--- src/rtl/counter_updown_mod.sv ---
// Up/down modulo-MODULUS counter with sync clear/load, wrap/saturate, tc pulse and sticky ovf.
// Optional prescaler enabled by defining COUNTER_PRESCALE_EN (PRESCALE enabled cycles per step).
module counter_updown_mod #(
    parameter int unsigned WIDTH    = 4,
    parameter int unsigned MODULUS  = 2 ** WIDTH,
    parameter int unsigned PRESCALE = 4
) (
    input  logic             clock,
    input  logic             reset,
    input  logic             clear,
    input  logic             load,
    input  logic [WIDTH-1:0] load_value,
    input  logic             en,
    input  logic             up_down,
    input  logic             sat_mode,
    output logic [WIDTH-1:0] out,
    output logic             tc,
    output logic             ovf
);

    localparam logic [WIDTH-1:0] MAX_VAL = WIDTH'(MODULUS - 1);

    logic [WIDTH-1:0] count_q, count_d;
    logic             tc_q, tc_d;
    logic             ovf_q, ovf_d;
    logic             step_due_c;
    logic [WIDTH-1:0] load_clamped_c;

`ifdef COUNTER_PRESCALE_EN
    localparam int unsigned PRE_W   = (PRESCALE > 1) ? $clog2(PRESCALE) : 1;
    localparam logic [PRE_W-1:0] PRE_LAST = PRE_W'(PRESCALE - 1);

    logic [PRE_W-1:0] pre_q, pre_d;

    // A step is due only on the enabled cycle that closes a prescale period.
    assign step_due_c = (pre_q == PRE_LAST);

    always_comb begin
        pre_d = pre_q;
        if (clear || load) begin
            pre_d = '0;
        end else if (en) begin
            pre_d = step_due_c ? '0 : pre_q + PRE_W'(1);
        end
    end

    always_ff @(posedge clock or negedge reset) begin
        if (!reset) begin
            pre_q <= '0;
        end else begin
            pre_q <= pre_d;
        end
    end
`else
    logic unused_prescale;
    assign unused_prescale = (PRESCALE == 0);
    assign step_due_c      = 1'b1;
`endif

    assign load_clamped_c = (32'(load_value) >= MODULUS) ? MAX_VAL : load_value;

    // Next-state: clear > load > enabled step; tc is a single-cycle pulse.
    always_comb begin
        count_d = count_q;
        tc_d    = 1'b0;
        ovf_d   = ovf_q;
        if (clear) begin
            count_d = '0;
            ovf_d   = 1'b0;
        end else if (load) begin
            count_d = load_clamped_c;
        end else if (en && step_due_c) begin
            if (up_down) begin
                if (count_q == MAX_VAL) begin
                    tc_d    = 1'b1;
                    ovf_d   = 1'b1;
                    count_d = sat_mode ? count_q : '0;
                end else begin
                    count_d = count_q + WIDTH'(1);
                end
            end else begin
                if (count_q == '0) begin
                    tc_d    = 1'b1;
                    ovf_d   = 1'b1;
                    count_d = sat_mode ? count_q : MAX_VAL;
                end else begin
                    count_d = count_q - WIDTH'(1);
                end
            end
        end
    end

    always_ff @(posedge clock or negedge reset) begin
        if (!reset) begin
            count_q <= '0;
            tc_q    <= 1'b0;
            ovf_q   <= 1'b0;
        end else begin
            count_q <= count_d;
            tc_q    <= tc_d;
            ovf_q   <= ovf_d;
        end
    end

    assign out = count_q;
    assign tc  = tc_q;
    assign ovf = ovf_q;

endmodule

--- config.mk ---
export PLATFORM = sky130hd
export DESIGN_NAME = counter_updown_mod
export DESIGN_NICKNAME = d
export VERILOG_FILES = /design/src/rtl/counter_updown_mod.sv
export SDC_FILE = /design/constraint.sdc
export NUM_CORES = 1
export LEC_CHECK = 0
export ABC_CLOCK_PERIOD_IN_PS = 4400
export BUFFER_PORTS_ARGS = -buffer_cell sky130_fd_sc_hd__buf_4
export CAP_MARGIN = 20
export CORE_AREA = 3 3 40 42
export CTS_BUF_LIST = sky130_fd_sc_hd__clkbuf_2
export CTS_CLUSTER_DIAMETER = 80
export DETAILED_ROUTE_END_ITERATION = 16
export DIE_AREA = 0 0 43 45
export PLACE_DENSITY = 0.56
export SLEW_MARGIN = 15
export SYNTH_ARGS = -nofsm -noshare
export SYNTH_HDL_FRONTEND = slang
export SYNTH_SLANG_ARGS = --single-unit
--- constraint.sdc ---
create_clock -name clock -period 4.4 [get_ports clock]
set_clock_uncertainty 0.1 [all_clocks]
set_input_delay 0.88 -clock clock [delete_from_list [all_inputs] [get_ports clock]]
set_output_delay 0.88 -clock clock [all_outputs]
set_load 0.1 [all_outputs]
==> results.md <==
- Global-route met2 utilization: 18.0%
- Setup TNS: 0 ns
- Synthesized area: 439 sq um
- Syn Inst Count: between 40 and 50
- Data arrival, critical path: 2.15 ns
- # setup viols final: 0
- Type of the worst setup path: in -> reg
- Total Die Area: just under 2000 sq um
- Seq/Total Area, Yosys: 34.2%
- I/O pin cnt: 17
- Vertical die dimension: 45 um
- Worst path slowest cell: or4b_4
- Detailed Route Iter0 Violations: 6
- Type of element launching the critical path: input port
- Main combinational cell family by area after synthesis: compound AO/OA/AOI/OAI gates
- Synth Area in XOR/XNOR: 1.99%
- Antenna fix cells: 0
- Relative contribution of combinational cells to total power: between 40 and 50%
- Ys Warns: 0
- DRC Markers: 0
- Total nets after synthesis: 58
- Number of port buffers: 16
- Final Max Slew Viols: 0
- Peak supply drop: 0.000171 V
- Worst max-slew margin expressed relative to the limit: 74.1%
- Post-CTS Hold Fix Bufs: 0
- Area added between synthesis and finish: 35.0%
- Pleak: around 0.29 nW
- Fraction of the mapped netlist area in compound gates: 25.9%
- Horiz. Die Dim: ~43 um
- Global-route track usage on met3: 7.57%
- Routed wire length: 1.05 mm
- Net total in the final layout: 79
- Cell total after placement: 76
- Yosys reg bits: 6
- Antenna violations before repair: 0
- Combined global-route utilization of all metal layers: 12.6%
- CTS HTree Levels: 1
- Final count of hold timing violations: 0
- Net Sw Frac: 44.2%
- Post-CTS setup buffers: 0
- DRT antenna net count: 0
- Critical Path End Type: flop
- Worst reg2reg setup slack: 2.31 ns
- Register share of total power: 36.0%
- Met1 Use GR: between 10% and 20%
- Avg Synthesized Cell Area: 9.76 sq um
- TritonCTS clock tree: yes
- Area share of and/or/nand/nor cells after synthesis: 18.5%
- Fraction of layout instances using a drive strength above 1: roughly two fifths
- Maximum capacitance violations: 0
- Worst R2R Path Depth: 6
- RSZ-0062 raised after global routing: no
- Dpl hpwl: 824 um
- Cell area power density: 324 nW/um^2
- Via total after detailed routing: 425
- Net switching component of the power: about 0.000085 W
- Detailed-routing iteration count for the pre-antenna-repair pass: 4
- Final RePlAce weighted congestion: 0.812
- Share of the clock period used by the worst path after layout: 48.8%
- Delay contributed by the slowest stage of the critical path: around 0.50 ns
- Path type of the worst min-delay path: in -> async
- Average routed wire per standard cell: 13.3 um
- Root Driver: clkbuf_2
- Minimum period implied by the final worst setup slack: 2.15 ns
- Multiplexer fraction of the synthesized cell area: 10.3%
- Starting Density: 34.2%
- Setup slack at placement: 2.02 ns
- Worst skew pair latency: 0.22 ns
- Layer carrying the most global-route usage: met2
- Inserted Clock Buffers: 3
- Floorplan core area: 1280 sq um
- Clock Tree Buf Depth: 2
- Worst path required time: 4.40 ns
- Synth Area in Adders: 5.70%
- Vias/cell: 5.38
- Number of cells in the finished layout apart from fillers: 79
- Number of sinks handled by clock tree synthesis: 6
- Num rows: 13
- Critical-path cell list: buf_4 > or4b_4 > a21boi_2 > o21a_4 > mux2_4
- Reg-to-Reg End: out[3]
- Vias in the first global route: ~390
- Pin count of the biggest net entering global routing: 10
- Clock transition at path regs: 0.06 ns
- Highest net fanout along the worst path: 6
- Global-route wire length before repair: 1.77 mm
- Upper clock frequency limit: 0.465 GHz
- Gr ovfl total: 0
- Run status: finished clean
- R2R Path Start: out[0]
- Clock share of power: 19.7%
- Post-CTS resize count: 0
- Number of distinct library cells after synthesis: 26
- Worst setup margin: 2.25 ns
- Pint: 0.000107 W
- Worst-Margin Slew: ~0.38 ns
-- worst max-delay path, delay by kind of cell --
kind	cells	cell delay, ns
buffers and inverters	1	0.14
muxes	1	0.29
AOI/OAI and AO/OA	2	0.34
and+or+nand+nor	1	0.50
-- final cells by class --
cell class                      instances  area (sq um)
Clock buffer                            3          15.0
Fill cell                             138           692
Inverter                                4          15.0
Multi-Input combinational cell         35           274
Sequential cell                         6           150
Tap cell                               15          18.8
Timing Repair Buffer                   16           120
-- stage by stage --
step,area [sq um],utilization [%],hold WS (ns),total power (W)
2_1_floorplan,439,-,0.484,0.000130
3_3_place_gp,578,45.0,0.368,0.000157
3_5_place_dp,578,45.0,0.370,0.000156
4_1_cts,593,46.2,0.348,0.000195
5_1_grt,593,46.2,0.317,0.000207
6_report,593,46.2,0.355,0.000192
-- worst max-delay path by stage --
stage | start | to | slack (ns) | cells after the start
finish | up_down | out[3] | 2.25 | 5
global route | out[1] | out[3] | 2.22 | 6
CTS | up_down | out[3] | 2.26 | 5
detailed placement | up_down | out[3] | 2.02 | 5
global placement | up_down | out[3] | 2.03 | 5
floorplan | out[0] | out[3] | 1.96 | 6
-- sequential cells by signal (all words and copies together), names as in the netlist --
signal and count:
out 4, ovf 1, tc 1
-- power groups by stage --
stage | registers [W] | clock network [W] | logic [W]
after floorplan | 0.000103 | 0 | 0.0000280
after global placement | 0.0000701 | 0 | 0.0000866
after detailed placement | 0.0000703 | 0 | 0.0000855
after CTS | 0.0000693 | 0.0000398 | 0.0000858
after global routing | 0.0000706 | 0.0000455 | 0.0000907
final | 0.0000693 | 0.0000379 | 0.0000852
-- metal layers --
metal / wire (um) / up-vias
met5: 0 / -
met1: 468 / 197
met3: 91 / 2
met2: 478 / 18
met4: 11 / 0
li1: - / 208
-- synthesized netlist by cell type, drive strengths merged --
cell type / number / area share, %
a221oi: 1 / 2.0
a21o: 1 / 1.7
o21bai: 1 / 1.7
or4b: 1 / 3.1
inv: 4 / 3.4
o311ai: 1 / 2.0
a21oi: 2 / 2.3
nor2: 2 / 3.4
dfrtp: 6 / 34
a31o: 1 / 2.0
a21boi: 2 / 4.3
o21ai: 1 / 1.1
or3: 1 / 1.4
o31ai: 2 / 3.4
nor2b: 1 / 1.4
nand2: 6 / 5.1
mux2: 1 / 3.4
nand4: 2 / 2.8
o21a: 1 / 3.4
ha: 2 / 5.7
a32oi: 1 / 2.0
mux2i: 3 / 6.8
nor3: 1 / 1.1
xor2: 1 / 2.0
-- placed cells by master, fill, tap and decap left out --
cell type  instances
a21boi_0           1
a21boi_2           1
a21o_1             1
a21oi_1            2
a221oi_1           1
a31o_2             1
a32oi_1            1
buf_4             16
clkbuf_2           3
dfrtp_1            6
ha_1               2
inv_1              4
mux2_4             1
mux2i_1            3
nand2_1            6
nand4_1            2
nor2_1             1
nor2_4             1
nor2b_1            1
nor3_1             1
o21a_4             1
o21ai_0            1
o21bai_1           1
o311ai_0           1
o31ai_1            2
or3_1              1
or4b_4             1
xor2_1             1
-- kinds of logic (layout without fill, tap and decap cells) --
| kind of cell | count (synthesis) | count (layout) |
|---|---|---|
| AOI/OAI and AO/OA | 14 | 14 |
| and+or+nand+nor | 14 | 14 |
| DFF | 6 | 6 |
| muxes | 4 | 4 |
| buffers and inverters | 4 | 23 |
| adders and majority gates | 2 | 2 |
| xor gates and xnor gates | 1 | 1 |
Note: power is estimated with default switching activity, not from simulation.
